## src/rtl/decodificador_secded_if.sv

```systemverilog
// decodificador_secded_if
// Groups the decoder's streaming and status signals into one bundle.
//   palabra_in, in_valid / in_ready   : upstream codeword handshake
//   dato_out, sindrome_out,
//   posicion_error, error_simple,
//   error_doble, out_valid / out_ready: downstream result handshake
//   clr_cnt, cnt_simple, cnt_doble     : status counters and their clear
// The master modport is the side that feeds codewords and consumes results.
// The slave modport is the decoder itself.
interface decodificador_secded_if #(
  parameter int CNT_W = 8
) ();
  logic [7:0]       palabra_in;
  logic             in_valid;
  logic             in_ready;
  logic [3:0]       dato_out;
  logic [3:0]       sindrome_out;
  logic [3:0]       posicion_error;
  logic             error_simple;
  logic             error_doble;
  logic             out_valid;
  logic             out_ready;
  logic             clr_cnt;
  logic [CNT_W-1:0] cnt_simple;
  logic [CNT_W-1:0] cnt_doble;

  modport master (
    output palabra_in, in_valid, out_ready, clr_cnt,
    input  in_ready, dato_out, sindrome_out, posicion_error,
           error_simple, error_doble, out_valid, cnt_simple, cnt_doble
  );

  modport slave (
    input  palabra_in, in_valid, out_ready, clr_cnt,
    output in_ready, dato_out, sindrome_out, posicion_error,
           error_simple, error_doble, out_valid, cnt_simple, cnt_doble
  );
endinterface

```

## src/rtl/decodificador_secded.sv

```systemverilog
// decodificador_secded
// Receiver side of the Hamming(7,4) + global parity (SECDED) link.
// The received byte is {p0,p1,w0,p2,w1,w2,w3,g0}, holding Hamming positions 1..8.
// Position k sits in bit 8-k.
// Single errors are corrected.
// Double errors are flagged, and the raw data is passed through unchanged.
// The datapath is a two-stage valid/ready pipeline with saturating error counters.
// Ports:
//   clk, rst_n : clock (rising edge) and asynchronous active-low reset
//   bus        : decodificador_secded_if.slave (codeword in, result out, counters)
module decodificador_secded #(
  parameter int CNT_W = 8
) (
  input logic                   clk,
  input logic                   rst_n,
  decodificador_secded_if.slave bus
);

  logic [2:0]       syn_in;
  logic             ge_in;
  logic [3:0]       dato_in;

  logic             s1_valid;
  logic [3:0]       s1_dato;
  logic [2:0]       s1_syn;
  logic             s1_ge;

  logic             s2_free;
  logic             out_hs;

  logic [3:0]       flip;
  logic [3:0]       dato_corr;
  logic [3:0]       pos_corr;
  logic             simple_corr;
  logic             doble_corr;

  logic             out_valid_q;
  logic [3:0]       dato_q;
  logic [3:0]       sind_q;
  logic [3:0]       pos_q;
  logic             simple_q;
  logic             doble_q;
  logic [CNT_W-1:0] cnt_simple_q;
  logic [CNT_W-1:0] cnt_doble_q;

  // Syndrome bits cover positions {1,3,5,7}, {2,3,6,7} and {4,5,6,7}.
  // Bit index = 8 - position.
  assign syn_in[0] = bus.palabra_in[7] ^ bus.palabra_in[5] ^ bus.palabra_in[3] ^ bus.palabra_in[1];
  assign syn_in[1] = bus.palabra_in[6] ^ bus.palabra_in[5] ^ bus.palabra_in[2] ^ bus.palabra_in[1];
  assign syn_in[2] = bus.palabra_in[4] ^ bus.palabra_in[3] ^ bus.palabra_in[2] ^ bus.palabra_in[1];
  assign ge_in     = ^bus.palabra_in;

  // The parity bits only matter through the syndrome.
  // Stage 1 therefore keeps just the raw data bits w0..w3 (positions 3,5,6,7).
  assign dato_in = {bus.palabra_in[5], bus.palabra_in[3], bus.palabra_in[2], bus.palabra_in[1]};

  // Stage 2 can load when it is empty or its result leaves this cycle.
  assign s2_free      = !out_valid_q || bus.out_ready;
  assign bus.in_ready = !s1_valid || s2_free;
  assign out_hs       = out_valid_q && bus.out_ready;

  always_ff @(posedge clk or negedge rst_n) begin
    if (!rst_n) begin
      s1_valid <= 1'b0;
      s1_dato  <= '0;
      s1_syn   <= '0;
      s1_ge    <= 1'b0;
    end else if (bus.in_ready) begin
      s1_valid <= bus.in_valid;
      if (bus.in_valid) begin
        s1_dato <= dato_in;
        s1_syn  <= syn_in;
        s1_ge   <= ge_in;
      end
    end
  end

  // Only a data position (3,5,6,7) flips a data bit.
  // A single error on a parity bit, or on g0 (syndrome 0), leaves the data intact.
  always_comb begin
    flip        = 4'b0000;
    simple_corr = s1_ge;
    doble_corr  = !s1_ge && (s1_syn != 3'd0);
    pos_corr    = 4'd0;
    if (s1_ge) begin
      pos_corr = (s1_syn == 3'd0) ? 4'd8 : {1'b0, s1_syn};
      case (s1_syn)
        3'd3:    flip = 4'b1000;
        3'd5:    flip = 4'b0100;
        3'd6:    flip = 4'b0010;
        3'd7:    flip = 4'b0001;
        default: flip = 4'b0000;
      endcase
    end
    dato_corr = s1_dato ^ flip;
  end

  always_ff @(posedge clk or negedge rst_n) begin
    if (!rst_n) begin
      out_valid_q <= 1'b0;
      dato_q      <= '0;
      sind_q      <= '0;
      pos_q       <= '0;
      simple_q    <= 1'b0;
      doble_q     <= 1'b0;
    end else if (s2_free) begin
      out_valid_q <= s1_valid;
      if (s1_valid) begin
        dato_q   <= dato_corr;
        sind_q   <= {s1_ge, s1_syn};
        pos_q    <= pos_corr;
        simple_q <= simple_corr;
        doble_q  <= doble_corr;
      end
    end
  end

  // The counters only count results actually delivered downstream.
  // A clear on the same cycle as an increment wins.
  always_ff @(posedge clk or negedge rst_n) begin
    if (!rst_n) begin
      cnt_simple_q <= '0;
      cnt_doble_q  <= '0;
    end else if (bus.clr_cnt) begin
      cnt_simple_q <= '0;
      cnt_doble_q  <= '0;
    end else if (out_hs) begin
      if (simple_q && (cnt_simple_q != {CNT_W{1'b1}})) cnt_simple_q <= cnt_simple_q + 1'b1;
      if (doble_q && (cnt_doble_q != {CNT_W{1'b1}}))   cnt_doble_q  <= cnt_doble_q + 1'b1;
    end
  end

  assign bus.out_valid      = out_valid_q;
  assign bus.dato_out       = dato_q;
  assign bus.sindrome_out   = sind_q;
  assign bus.posicion_error = pos_q;
  assign bus.error_simple   = simple_q;
  assign bus.error_doble    = doble_q;
  assign bus.cnt_simple     = cnt_simple_q;
  assign bus.cnt_doble      = cnt_doble_q;

endmodule

```

## src/flat_wrapper.sv

```systemverilog
// flat-port wrapper written by rule: the top's interface ports become plain ports
module decodificador_secded_flat 
#(
  parameter int CNT_W = 8
)
  (clk, rst_n, bus_palabra_in, bus_in_valid, bus_out_ready, bus_clr_cnt, bus_in_ready, bus_dato_out, bus_sindrome_out, bus_posicion_error, bus_error_simple, bus_error_doble, bus_out_valid, bus_cnt_simple, bus_cnt_doble);
  decodificador_secded_if #(.CNT_W(CNT_W)) bus_i ();
  input logic clk;
  input logic rst_n;
  input wire logic [$bits(bus_i.palabra_in)-1:0] bus_palabra_in;
  input wire logic [$bits(bus_i.in_valid)-1:0] bus_in_valid;
  input wire logic [$bits(bus_i.out_ready)-1:0] bus_out_ready;
  input wire logic [$bits(bus_i.clr_cnt)-1:0] bus_clr_cnt;
  output wire logic [$bits(bus_i.in_ready)-1:0] bus_in_ready;
  output wire logic [$bits(bus_i.dato_out)-1:0] bus_dato_out;
  output wire logic [$bits(bus_i.sindrome_out)-1:0] bus_sindrome_out;
  output wire logic [$bits(bus_i.posicion_error)-1:0] bus_posicion_error;
  output wire logic [$bits(bus_i.error_simple)-1:0] bus_error_simple;
  output wire logic [$bits(bus_i.error_doble)-1:0] bus_error_doble;
  output wire logic [$bits(bus_i.out_valid)-1:0] bus_out_valid;
  output wire logic [$bits(bus_i.cnt_simple)-1:0] bus_cnt_simple;
  output wire logic [$bits(bus_i.cnt_doble)-1:0] bus_cnt_doble;
  assign bus_i.palabra_in = bus_palabra_in;
  assign bus_i.in_valid = bus_in_valid;
  assign bus_i.out_ready = bus_out_ready;
  assign bus_i.clr_cnt = bus_clr_cnt;
  assign bus_in_ready = bus_i.in_ready;
  assign bus_dato_out = bus_i.dato_out;
  assign bus_sindrome_out = bus_i.sindrome_out;
  assign bus_posicion_error = bus_i.posicion_error;
  assign bus_error_simple = bus_i.error_simple;
  assign bus_error_doble = bus_i.error_doble;
  assign bus_out_valid = bus_i.out_valid;
  assign bus_cnt_simple = bus_i.cnt_simple;
  assign bus_cnt_doble = bus_i.cnt_doble;
  decodificador_secded #(.CNT_W(CNT_W)) u_core (.clk(clk), .rst_n(rst_n), .bus(bus_i));
endmodule
```

## config.mk

```make
export PLATFORM = sky130hd
export DESIGN_NAME = decodificador_secded_flat
export DESIGN_NICKNAME = d
export VERILOG_FILES = /design/src/rtl/decodificador_secded_if.sv /design/src/rtl/decodificador_secded.sv /design/src/flat_wrapper.sv
export SDC_FILE = /design/constraint.sdc
export NUM_CORES = 1
export LEC_CHECK = 0
export CAP_MARGIN = 5
export CORE_ASPECT_RATIO = 1.4
export CORE_MARGIN = 2
export CORE_UTILIZATION = 44
export CTS_CLUSTER_SIZE = 24
export DETAILED_ROUTE_END_ITERATION = 6
export PLACE_DENSITY_LB_ADDON = 0.12
export REMOVE_ABC_BUFFERS = 1
export SLEW_MARGIN = 20
export SYNTH_ARGS = -nofsm -noshare
export SYNTH_HDL_FRONTEND = slang
export SYNTH_SLANG_ARGS = --single-unit
```

## constraint.sdc

```tcl
create_clock -name clk -period 1.45 [get_ports clk]
set_input_delay 0.3625 -clock clk [delete_from_list [all_inputs] [get_ports clk]]
set_output_delay 0.3625 -clock clk [all_outputs]
set_load 0.02 [all_outputs]
```

# Word level (Yosys, flattened, before mapping)
# Index checks and enable logic that the tools add are counted.
dict set report classes {
  add_sub_neg 2
  n_eq_ne 6
  n_mux 10
  bitwise_logic 10
  n_reduce_logical 19
}
# operator n
set ops {}
lappend ops {{two-way mux 8 bit} 6}
lappend ops {{adder 8 x 1 -> 8 bit (second input constant)} 2}
lappend ops {{inequality test 8 bit (second input constant)} 2}
lappend ops {{one-hot mux 4 bit (4 select lines)} 1}
lappend ops {{two-way mux 4 bit} 3}
lappend ops {{equality test 3 bit (second input constant)} 3}
lappend ops {{XOR 1 bit} 9}
lappend ops {{AND reduction 2 bit} 4}
lappend ops {{parity 8 bit} 1}
lappend ops {{nonzero test 2 bit} 3}
lappend ops {{logical AND 1 bit} 4}
lappend ops {{XOR 4 bit} 1}
lappend ops {{equality test 3 x 2 -> 1 bit (second input constant)} 1}
lappend ops {{zero test 1 bit} 3}
lappend ops {{zero test 3 bit} 1}
lappend ops {{nonzero test 3 bit} 1}
lappend ops {{logical OR 1 bit} 2}
dict set report totals {
  reg_bits 40
  input_bits 13
  output_inout_bits 32
  wordCells 59
}

# Depth between registers and ports, before layout
# Gate-level depths: netlist of the first run.
dict set report depth {
  ltp_word 5
  mapped_depth 6
  mapped_depth_nobuf 5
}

# Worst setup path after synthesis of the first run
# No wires, ideal clock.
dict set report synth_path {
  path_type {reg-to-reg}
  from {reg u_core.cnt_doble_q[0], in the netlist u_core.bus.cnt_doble[0]}
  to {reg u_core.cnt_doble_q[4], in the netlist u_core.bus.cnt_doble[4]}
  setup_ns 0.078
  t_arrival_ns 1.525
  required_ns 1.372
  setup_slack_ns -0.153
  stages_incl_launch_ff 7
  n_path_buf 1
  synth_period_minus_slack_ns 1.603
  path_cell_list {dfrtp_1 > ha_1 > nand3_1 > o21bai_4 > buf_6 > or3_1 > a21oi_1}
}
dict set report synth_via {
  elab_chain_len 4
  elab_cells_between_ends 8
  classes_between {add/sub (1); eq/ne (1); mux (3); reduce/logical (3)}
}
# element line_no
set synth_rtl {}
lappend synth_rtl {{start: declaration} decodificador_secded.sv:44} ;# logic [CNT_W-1:0] cnt_doble_q;
lappend synth_rtl {{start signal: assignment} decodificador_secded.sv:129} ;# if (doble_q && (cnt_doble_q != {CNT_W{1'b1}})) cnt_doble_q <= cnt_doble_q + 1'b1;
lappend synth_rtl {{adder 8 x 1 -> 8 bit / inequality test 8 bit (equally long branches)} decodificador_secded.sv:129}
lappend synth_rtl {{two-way mux 8 bit / logical AND 1 bit (equally long branches)} decodificador_secded.sv:129}
lappend synth_rtl {{two-way mux 8 bit / nonzero test 2 bit (equally long branches)} --}
lappend synth_rtl {{two-way mux 8 bit / AND reduction 2 bit (equally long branches)} --}
# Several ways; a longest one is shown, not always the timed one. The select of a mux whose other input is x is not followed.
# A chain may end at the register's enable or synchronous reset.

# Final worst setup path of the first run
dict set report layout_path {
  from {reg u_core.out_valid_q, in the netlist u_core.bus.out_valid}
  to {reg u_core.cnt_simple_q[6], in the netlist u_core.bus.cnt_simple[6]}
}
dict set report layout_via {
  elab_chain_len 3
}
# element line_no
set layout_rtl {}
lappend layout_rtl {{start: declaration} decodificador_secded.sv:37} ;# logic out_valid_q;
lappend layout_rtl {{start signal: assignment} decodificador_secded.sv:107} ;# out_valid_q <= s1_valid;
lappend layout_rtl {{logical AND 1 bit} decodificador_secded.sv:60} ;# assign out_hs = out_valid_q && bus.out_ready;
lappend layout_rtl {{nonzero test 2 bit (no line)} --}
lappend layout_rtl {{AND reduction 2 bit (no line)} --}
lappend layout_rtl {{end signal: assignment} decodificador_secded.sv:128} ;# if (simple_q && (cnt_simple_q != {CNT_W{1'b1}})) cnt_simple_q <= cnt_simple_q + 1'b1;
lappend layout_rtl {{end: declaration} decodificador_secded.sv:43} ;# logic [CNT_W-1:0] cnt_simple_q;
# Every way passes these cells.

==> results of run 1 <==
[cell usage in the layout (no fill, tap or decap), drive strengths merged]
cell type | Yosys | final
or2b | 1 | 1
nand2 | 21 | 21
and3 | 1 | 1
xnor2 | 8 | 8
clkdlybuf4s15 | 0 | 8
inv | 2 | 2
xor2 | 7 | 7
dfrtp | 39 | 39
mux2i | 2 | 2
nor3 | 1 | 1
nand2b | 2 | 2
nand4 | 3 | 3
nand4b | 2 | 2
a22o | 1 | 1
mux2 | 8 | 8
or3 | 7 | 7
or4 | 5 | 5
a21oi | 12 | 12
xnor3 | 1 | 1
dlygate4sd2 | 0 | 15
and4 | 1 | 1
o21ai | 18 | 18
bufinv | 0 | 1
nand3b | 1 | 1
clkdlybuf4s50 | 0 | 9
dlymetal6s2s | 0 | 1
nor3b | 1 | 1
clkinv | 0 | 1
dlygate4sd3 | 0 | 1
nor2 | 4 | 4
nand3 | 10 | 10
ha | 2 | 2
buf | 7 | 45
o31ai | 6 | 6
clkbuf | 3 | 10
o21bai | 2 | 2
[worst register-to-register path: stages (launching register included)]
cell and delay, ns:
dfrtp_1 0.40, buf_6 0.12, nand3_4 0.05, o21bai_4 0.19
buf_4 0.15, buf_4 0.15, o31ai_1 0.20, a21oi_1 0.09
[routing by layer]
layer,track usage,vias up,share of wire
li1,-,795,-
met1,0.202,809,0.38
met2,0.366,35,0.58
met3,0.0472,6,0.029
met4,0.0533,0,0.013
met5,0,-,0
[synthesized netlist by cell type (3+ instances only)]
cell type,count,area [µm²]
xnor2_1,8,70.1
nand3_1,10,50.1
o21ai_0,17,85.1
buf_2,3,15.0
or3_1,6,37.5
clkbuf_1,3,11.3
xor2_1,7,61.3
or4_1,5,37.5
nand2_1,21,78.8
o31ai_1,6,45.0
nor2_1,4,15.0
a21oi_1,12,60.1
mux2_2,8,90.1
dfrtp_1,39,976
[per-stage QoR]
| stage | setup TNS [ns] | setup slack (ns) |
|---|---|---|
| 2_1_floorplan | -2.06 | -0.201 |
| 3_3_place_gp | -14.20 | -0.575 |
| 3_5_place_dp | -14.31 | -0.557 |
| 4_1_cts | -0.102 | -0.0774 |
| 5_1_grt | -0.747 | -0.0720 |
| 6_report | -0.0288 | -0.0137 |
[layout make-up]
cell class              count  area [µm²]
fillers                   340        1340
inverters                   2        7.51
multi-input cells         127         988
clock inverters             2        35.0
clock buffers               6        82.6
well taps                  45        56.3
repair buffers             83         714
flip-flops and latches     39         981
[power by group through the flow]
stage	Sequential (mW)	Combinational, mW	Clock (mW)
after CTS	1.40	0.981	0.952
after global routing	1.44	1.08	1.00
after global placement	1.41	1.01	0
after detailed placement	1.42	1.04	0
final	1.41	0.997	0.929
after floorplan	1.57	0.313	0
[registers in the layout, indices dropped and copies added, names as in the netlist]
name	count
u_core.bus.cnt_doble	8
u_core.bus.cnt_simple	8
u_core.bus.dato_out	4
u_core.bus.error_doble	1
u_core.bus.error_simple	1
u_core.bus.out_valid	1
u_core.bus.posicion_error	4
u_core.bus.sindrome_out	3
u_core.s1_dato	4
u_core.s1_ge	1
u_core.s1_syn	3
u_core.s1_valid	1
[worst paths after layout]
path	startpoint	end	depth (start not counted)
max reg2reg	u_core.bus.out_valid	u_core.bus.cnt_simple[6]	7
min in group asynchronous	rst_n	u_core.bus.cnt_doble[7]	2
min reg2reg	u_core.bus.posicion_error[2]	u_core.bus.posicion_error[2]	2
max in group asynchronous	rst_n	u_core.bus.cnt_simple[2]	3
min	u_core.bus.posicion_error[2]	u_core.bus.posicion_error[2]	2
max	u_core.bus.out_valid	u_core.bus.cnt_simple[6]	7
[kinds of logic after synthesis]
kind of cell,share of synthesized area
AO/OA/AOI/OAI,0.127
XOR/XNOR,0.0808
adder cells (fa/ha/maj),0.0131
buffers and inverters,0.0355
flip-flops,0.512
multiplexers,0.0578
AND/OR/NAND/NOR,0.173
[repair_timing]
item	4_1_cts	5_1_grt
gates resized for setup	61	47
setup buffers	2	5
cloned	0	0
setup endpoints to repair	62	38
hold buffers	1	0
endpoints found under the hold margin	9	0
pin swaps	3	12
==> run_results.csv, run 1 <==
group,metric,value,unit
worst_setup_path,critPathLaunchType,"flop",
synthesis,synth-async-reset-ratio,1.00,
worst_setup_path,cpMaxStageDelayCell,"dfrtp_1",
synthesis,ys_ff_latch,39,
route,routedWlPerCell,14.8,µm
floorplan,die_w,59.6,µm
run_status,outcome,"finished with violations",
route,firstDrtPassIters,4,
route,drc,0,
sta,relSlewSlack,0.735,
synthesis,synth_warnings,0,
worst_setup_path,cp_slowest_stage_delay,0.40,ns
power_and_ir_drop,comb_power_share,0.299,
place,routabilityCongestion,0.809,
clocking,cts_htree_levels,2,
route,via_per_inst,5.41,
global_routing,grt_pass1_wl,6960,µm
synthesis,dominantRegCellSynth,"dfrtp_1",
sta,post-route-min-period,1.46,ns
synthesis,netlist_area,1900,µm²
floorplan,fp.coreArea,4200,µm²
synthesis,ys_seq_area_frac,0.512,
clocking,clkTransAtPathRegs,0.08,ns
synthesis,yosysUniqueCellTypes,35,
sta,fmax,683,MHz
floorplan,dieArea,4880,µm²
clocking,cts_tree,"done",
sta,worst_pin_slew,0.398,ns
sta,holdWs,0.478,ns
power_and_ir_drop,p_sw_frac,0.312,
route,detail-route-antenna-nets,0,
sta,maxSlewViolCount,0,
layout,area_growth,50.5,%
place,dp_hpwl,3270,µm
clocking,clock_path_buffers,2,
worst_setup_path,worstPathCellList,"buf_6, nand3_4, o21bai_4, buf_4, buf_4, o31ai_1, a21oi_1",
clocking,clockRootBuffer,"clkbuf_8",
layout,final-instance-count-excl-fill,304,
worst_setup_path,cp_max_fo,5,
sta,setup_violations,3,
global_routing,grt_pass1_vias,1602,
worst_setup_path,cp_top_family,"compound AO/OA/AOI/OAI gates",
route,drt_first_iter_violations,70,
power_and_ir_drop,cellLeakagePower,1.31,nW
layout,n_antenna_cell,0,
place,dpl_cell_area,2590,µm²
power_and_ir_drop,power_switching,1.04,mW
worst_setup_path,worstSetupPathType,"reg2reg",
hold_path,worstHoldPathType,"reg2reg",
clocking,worstSkewPairLatency,0.29,ns
synthesis,synth_edf_count,0,
run_status,violations,"negative setup slack",
place,placedCellCount,288,
route,vias,1645,
job,maxCapViolations,0,
floorplan,rows,28,
global_routing,antenna_found_initial,0,
layout,final_core_util,0.682,
power_and_ir_drop,p_int,2.30,mW
global_routing,grt_use_total,0.191,
route,finalWirelength,4490,µm
power_and_ir_drop,seqPwrFrac,0.422,
global_routing,grt_max_degree,25,
layout,final_nets,273,
synthesis,avgSynthCellArea,10.7,µm²
worst_setup_path,cp.arrival,1.64,ns
sta,finalHoldViolCount,0,
power_and_ir_drop,ir_drop,0.000800,V
worst_setup_path,crit_buf_inv,3,
layout,layout-drive-gt1-share,0.382,
floorplan,initial_core_util,0.453,
worst_setup_path,cp_common_cell,"buf_4",
worst_setup_path,worst-r2r-setup-slack,-0.01,ns
sta,fin_skew,0.00441,ns
clocking,cts.sinks,39,
synthesis,postSynthCellCount,178,
power_and_ir_drop,p_per_area,1160,nW/µm²
place,place.port_buffers,44,
sta,fin_crit_sh,1.01,
layout,final_cell_area,2870,µm²
power_and_ir_drop,pwr-share-clk,0.279,
power_and_ir_drop,power,3.33,mW
clocking,cts_buffers,5,
floorplan,dieHeight,81.8,µm
worst_setup_path,required,1.62,ns
worst_setup_path,crit_path_end_kind,"flop",
sta,rsz0062_at_grt,"yes",
global_routing,grt_overflow_total,0,
floorplan,num_io_pins,45,
sta,timing.final.ws_setup,-0.0137,ns
Power figures use the tool's default switching activity.
==> run 2, diff against run 1 <==
--- a/config.mk
+++ b/config.mk
@@ -11,8 +11,10 @@
 export CORE_UTILIZATION = 44
 export CTS_CLUSTER_SIZE = 24
 export DETAILED_ROUTE_END_ITERATION = 6
+export MAX_ROUTING_LAYER = met4
 export PLACE_DENSITY_LB_ADDON = 0.12
 export REMOVE_ABC_BUFFERS = 1
+export SKIP_CTS_REPAIR_TIMING = 1
 export SLEW_MARGIN = 20
 export SYNTH_ARGS = -nofsm -noshare
 export SYNTH_HDL_FRONTEND = slang
==> run 2 against run 1 <==
Effect of this change:
- the run ends with negative hold slack, negative setup slack left
- critical path type unchanged
- global-route usage up 0.47 points
- cell count is 1.6% lower
- sequential cell count is the same
- register-to-register slack got worse by 0.07 ns
- largest power group unchanged
- via count down 0.73%
- total power is 3.6% lower
- core utilization increased by 3.0 points
- combinational power rose by 8%
- setup slack worse by 0.068 ns
- first-iteration DRC count decreased by 40%
- clock-buffer cell count unchanged
==> run_results.csv, run 2 (synthesis gave the netlist of run 1 again) <==
group,metric,value,unit
route,detail-route-antenna-nets,0,
route,finalWirelength,4600,µm
run_status,violations,"negative hold slack, negative setup slack",
route,routedWlPerCell,15.4,µm
clocking,cts.sinks,39,
layout,final_cell_area,2990,µm²
sta,holdWs,-0.00623,ns
global_routing,grt_max_degree,25,
layout,multiInputGateArea,1060,µm²
route,firstDrtPassIters,5,
clocking,clockRootBuffer,"clkbuf_8",
clocking,worstSkewPairLatency,0.28,ns
sta,worst_pin_slew,0.392,ns
worst_setup_path,critPathLaunchType,"flop",
sta,finalHoldViolCount,5,
layout,num-fill-cells,320,
worst_setup_path,cp_slowest_stage_delay,0.50,ns
place,dp_hpwl,3340,µm
route,vias,1633,
sta,maxSlewViolCount,0,
worst_setup_path,cp.arrival,1.74,ns
sta,rsz0062_at_grt,"yes",
sta,relSlewSlack,0.739,
layout,area_growth,57.1,%
power_and_ir_drop,ir_drop,0.000618,V
sta,post-route-min-period,1.53,ns
route,drt_first_iter_violations,42,
worst_setup_path,worstSetupPathType,"reg2reg",
hold_path,worstHoldPathType,"in2async",
sta,fin_tns_setup,-0.200,ns
worst_setup_path,required,1.66,ns
floorplan,fp.coreArea,4200,µm²
worst_setup_path,r2r-end,"u_core.bus.cnt_doble[7]",
clocking,cts_buffers,5,
sta,fin_crit_sh,1.06,
worst_setup_path,cp_max_fo,8,
job,maxCapViolations,0,
place,placedCellCount,288,
floorplan,num_io_pins,45,
floorplan,rows,28,
global_routing,grt_pass1_wl,7070,µm
place,dpl_cell_area,2590,µm²
layout,final_nets,269,
clocking,clkTransAtPathRegs,0.07,ns
worst_setup_path,worst-r2r-setup-slack,-0.08,ns
layout,final-instance-count-excl-fill,299,
sta,timing.final.ws_setup,-0.0817,ns
route,drc,0,
layout,layout_common_cells,"dfrtp_1, dlymetal6s2s_1, buf_4",
floorplan,dieHeight,81.8,µm
worst_setup_path,worstPathCellList,"buf_6, nand3_4, o21bai_4, or4_4, a21oi_2",
worst_setup_path,crit_path_end_kind,"flop",
place,routabilityCongestion,0.833,
worst_setup_path,reg2regPathDepth,5,
global_routing,antenna_found_initial,0,
sta,fmax,653,MHz
run_status,outcome,"finished with violations",
global_routing,grt_use_total,0.196,
place,pre_cts_slack,-0.552,ns
floorplan,initial_core_util,0.453,
worst_setup_path,r2r_start,"u_core.bus.out_valid",
layout,regArea,980,µm²
sta,setup_violations,5,
global_routing,grt_overflow_total,0,
place,place.port_buffers,44,
global_routing,grt_pass1_vias,1583,
clocking,cts_tree,"done",
layout,n_antenna_cell,0,
floorplan,dieArea,4880,µm²
layout,layout_commonest_cell,"dfrtp_1",
worst_setup_path,cpMaxStageDelayCell,"or4_4",
route,via_per_inst,5.46,
clocking,clock_path_buffers,2,
floorplan,die_w,59.6,µm
power_and_ir_drop,p_per_area,1070,nW/µm²
power_and_ir_drop,cellLeakagePower,1.66,nW
layout,layout-drive-gt1-share,0.382,
clocking,cts_htree_levels,2,
sta,fin_skew,0.00438,ns
[run 2: layout make-up]
class,instances,share of cell area
multi-input cells,127,0.355
flip-flops and latches,39,0.327
repair buffers,79,0.267
clock buffers,6,0.0276
well taps,45,0.0188
inverters,2,0.00251
clock inverters,1,0.00167
[run 2: worst max-delay path, delay by kind of cell, from the launching register on]
family | cells | cell delay, ns
and+or+nand+nor | 2 | 0.56
buffers and inverters | 1 | 0.13
AOI/OAI and AO/OA | 2 | 0.36
DFF | 1 | 0.41
[run 2: power by group]
part	switching [mW]	leakage [nW]	total (mW)	internal, mW
logic	0.519	1.11	1.08	0.559
registers	0.159	0.499	1.41	1.25
clock network	0.350	0.0470	0.723	0.373
total	1.03	1.66	3.21	2.19
[run 2: routing by layer]
metal	share of wire	global-route usage	routed length, µm	vias up
met5	0	-	0	-
li1	-	-	-	783
met4	0.0091	0.0622	42	0
met3	0.039	0.0441	180	6
met2	0.57	0.363	2640	43
met1	0.38	0.201	1730	801
[run 2: how the worst max path moves through the flow]
stage,start,endpoint,slack (ns)
floorplan,u_core.bus.cnt_doble[0],u_core.bus.cnt_doble[7],-0.20
global placement,bus_out_ready,bus_in_ready,-0.57
detailed placement,bus_out_ready,bus_in_ready,-0.55
CTS,bus_out_ready,bus_in_ready,-0.57
global route,u_core.bus.out_valid,u_core.bus.cnt_doble[7],-0.13
finish,u_core.bus.out_valid,u_core.bus.cnt_doble[7],-0.08
[run 2: per-stage QoR]
step / utilization / power [mW]
after floorplan: - / 1.89
after global placement: 0.617 / 2.42
after detailed placement: 0.617 / 2.46
after CTS: 0.638 / 3.20
after global routing: 0.712 / 3.40
final: 0.712 / 3.21
==> edit: new RTL, config.mk and constraints of run 2 <==
`CNT_W` is set to 8 in 3 places; all go to 6.
--- a/src/rtl/decodificador_secded_if.sv
+++ b/src/rtl/decodificador_secded_if.sv
@@ -8,7 +8,7 @@
 // The master modport is the side that feeds codewords and consumes results.
 // The slave modport is the decoder itself.
 interface decodificador_secded_if #(
-  parameter int CNT_W = 8
+  parameter int CNT_W = 6
 ) ();
   logic [7:0]       palabra_in;
   logic             in_valid;
--- a/src/rtl/decodificador_secded.sv
+++ b/src/rtl/decodificador_secded.sv
@@ -9,7 +9,7 @@
 //   clk, rst_n : clock (rising edge) and asynchronous active-low reset
 //   bus        : decodificador_secded_if.slave (codeword in, result out, counters)
 module decodificador_secded #(
-  parameter int CNT_W = 8
+  parameter int CNT_W = 6
 ) (
   input logic                   clk,
   input logic                   rst_n,
--- a/src/flat_wrapper.sv
+++ b/src/flat_wrapper.sv
@@ -1,7 +1,7 @@
 // flat-port wrapper written by rule: the top's interface ports become plain ports
 module decodificador_secded_flat 
 #(
-  parameter int CNT_W = 8
+  parameter int CNT_W = 6
 )
   (clk, rst_n, bus_palabra_in, bus_in_valid, bus_out_ready, bus_clr_cnt, bus_in_ready, bus_dato_out, bus_sindrome_out, bus_posicion_error, bus_error_simple, bus_error_doble, bus_out_valid, bus_cnt_simple, bus_cnt_doble);
   decodificador_secded_if #(.CNT_W(CNT_W)) bus_i ();
Interface: changed (resized bus_cnt_doble and bus_cnt_simple); port bits go from 45 to 41. No check against the original RTL was run, so the function may have changed too.
==> edit against run 2 <==
Global-route usage fell by 1.7 points. Worst setup slack better by 0.098 ns. Count of clock-buffer cells in the layout is 1 lower. Largest cell class is now flip-flops and latches. Synthesized area is 12% lower. Routed wire length is 23% lower. Final area shrank 18%. Power fell by 3.6%. Sequential cell count is 4 lower.
==> edit: results (changes against run 2) <==
- Wire length of the first global-routing pass: 5885 µm (-17%)
- Lkg Pwr: 1.467 nW (-12%)
- Root Driver: clkbuf_8
- Largest net degree at the start of global routing: 36 (+44%)
- GP Congestion: 0.8072 (-3.1%)
- Fraction of layout cells with a size suffix above 1: 0.2120 (-0.1699)
- Max layer used: met4
- Met3 wire len: 168 µm (-6.7%)
- Status: finished clean
- FFs w/ async S/R, synth: 1.000 (unchanged)
- Total global-route track usage: 0.1785 (-0.01741)
- List of most frequent post-synthesis cells: 35 x dfrtp_1, 20 x nand2_1, 13 x xor2_1
- Clock buffer depth: 2 (unchanged)
- Post-synthesis sequential area ratio: 0.5224 (+0.009904)
- Critical Path Source: u_core.bus.cnt_simple[0]$_DFFE_PN0P_
- Via count: 1361 (-17%)
- Pre-CTS setup slack: -0.5637 ns (-0.01220 ns)
- Initial antenna violation count: 0 (unchanged)
- Top post-synthesis cells by area: dfrtp_1 52%, xor2_1 6.8%, mux2_2 6.0%
- Routed metal-1 wire length: 1343 µm (-22%)
- I/O Buffers: 40 (-9.1%)
- Clock Skew: 0.005320 ns (+0.0009367 ns)
- Fin crit share: 0.9887 (-0.06763)
- P_int: 2.130 mW (-2.6%)
- # nets final: 231 (-14%)
- Yosys cell types: 31 (-11%)
- Skew-Pair Late Insertion Delay: 0.29 ns
- Met2 WL: 1923 µm (-27%)
- DR DRC count: 0 (unchanged)
- Drt first-iter violations: 10 (-76%)
- DR pass1 iterations: 4 (-1)
- Hold Crit Class: primary input to async pin
- TritonCTS Buffers: 5 (unchanged)
- Clk slew on worst S/H paths: 0.07 ns (about the same)
- Max_slew headroom: 0.8096 (+0.07089)
- Crit-path max FO: 4 (-4)
- Detailed placer's ending HPWL: 2563 µm (-23%)
- Peak supply drop: 0.0009774 V (+58%)
- Syn. warnings: 0 (unchanged)
- Reg2reg start: u_core.bus.cnt_simple[0]$_DFFE_PN0P_
- DR WL/cell: 13.60 µm (-11%)
- Antenna diodes: 0 (unchanged)
- # H-tree levels: 2 (unchanged)
- R2R setup slack: 0.02 ns (+0.10 ns)
- Worst EP arrival: 1.61 ns (-0.13 ns)
- # fillers: 309 (-3.4%)
edit: changes by cell type in the layout (fill, tap and decap cells not counted), sizes merged, moves of 6 or more:
cell,before,now
a21oi,12,2
and3,1,7
buf,37,22
nand3,10,2
or3,7,0
xor2,7,14
edit: worst max-delay path, cell delays in order (launching register included):
cell and delay (ns):
dfrtp_1 0.38, ha_1 0.23, nand3_2 0.14, o2111ai_1 0.31, xor2_1 0.21, nor2_1 0.05
edit: final timing paths:
kind                                                             to  cells past startpoint
max reg2reg                    u_core.bus.cnt_simple[3]$_DFFE_PN0P_                      5
min in group clk           u_core.bus.posicion_error[1]$_DFFE_PN0P_                      2
max in group asynchronous             u_core.s1_dato[3]$_DFFE_PN0P_                      2
max                            u_core.bus.cnt_simple[3]$_DFFE_PN0P_                      5
min                        u_core.bus.posicion_error[2]$_DFFE_PN0P_                      2
min reg2reg                u_core.bus.posicion_error[1]$_DFFE_PN0P_                      2
edit: final cells by class:
cell class | instances | area, µm² | area share
inverters | 1 | 3.754 | 0.001524
flip-flops and latches | 35 | 875.8 | 0.3557
clock inverters | 3 | 43.79 | 0.01778
repair buffers | 62 | 643.1 | 0.2612
well taps | 42 | 52.55 | 0.02134
clock buffers | 5 | 68.82 | 0.02795
multi-input cells | 111 | 774.5 | 0.3145
edit: power by group through the flow:
stage | Clock [mW] | Combinational (mW) | Sequential (mW)
2_1_floorplan | 0 | 0.296 | 1.47
3_3_place_gp | 0 | 0.941 | 1.31
3_5_place_dp | 0 | 0.956 | 1.32
4_1_cts | 0.893 | 0.962 | 1.30
5_1_grt | 0.935 | 1.02 | 1.32
6_report | 0.871 | 0.937 | 1.29
edit: per-layer routing:
layer  vias to the layer above  global-route usage
li1                        652                   -
met1                       667              0.1758
met2                        33              0.3188
met3                         9             0.04890
met4                         0             0.08333
met5                         -                   -
edit: per-stage QoR:
step           utilization  std cells  TNS [ns]  cell area, µm²  hold slack (ns)
2_1_floorplan            -        147   -0.4918            1629          0.06691
3_3_place_gp        0.6181        250    -9.839            2252           0.4659
3_5_place_dp        0.6181        250    -10.41            2252           0.4688
4_1_cts             0.6490        258    -7.460            2365           0.4507
5_1_grt             0.6758        259  -0.01999            2462           0.4614
6_report            0.6758        259         0            2462           0.4477
edit: cell families after synthesis:
kind of cell,Yosys count,synth area share
buffers and inverters,10,0.03059
AOI/OAI and AO/OA,24,0.08806
adders and majority gates,2,0.01492
xor gates and xnor gates,22,0.1194
DFF,35,0.5224
muxes,11,0.07239
and+or+nand+nor,52,0.1522
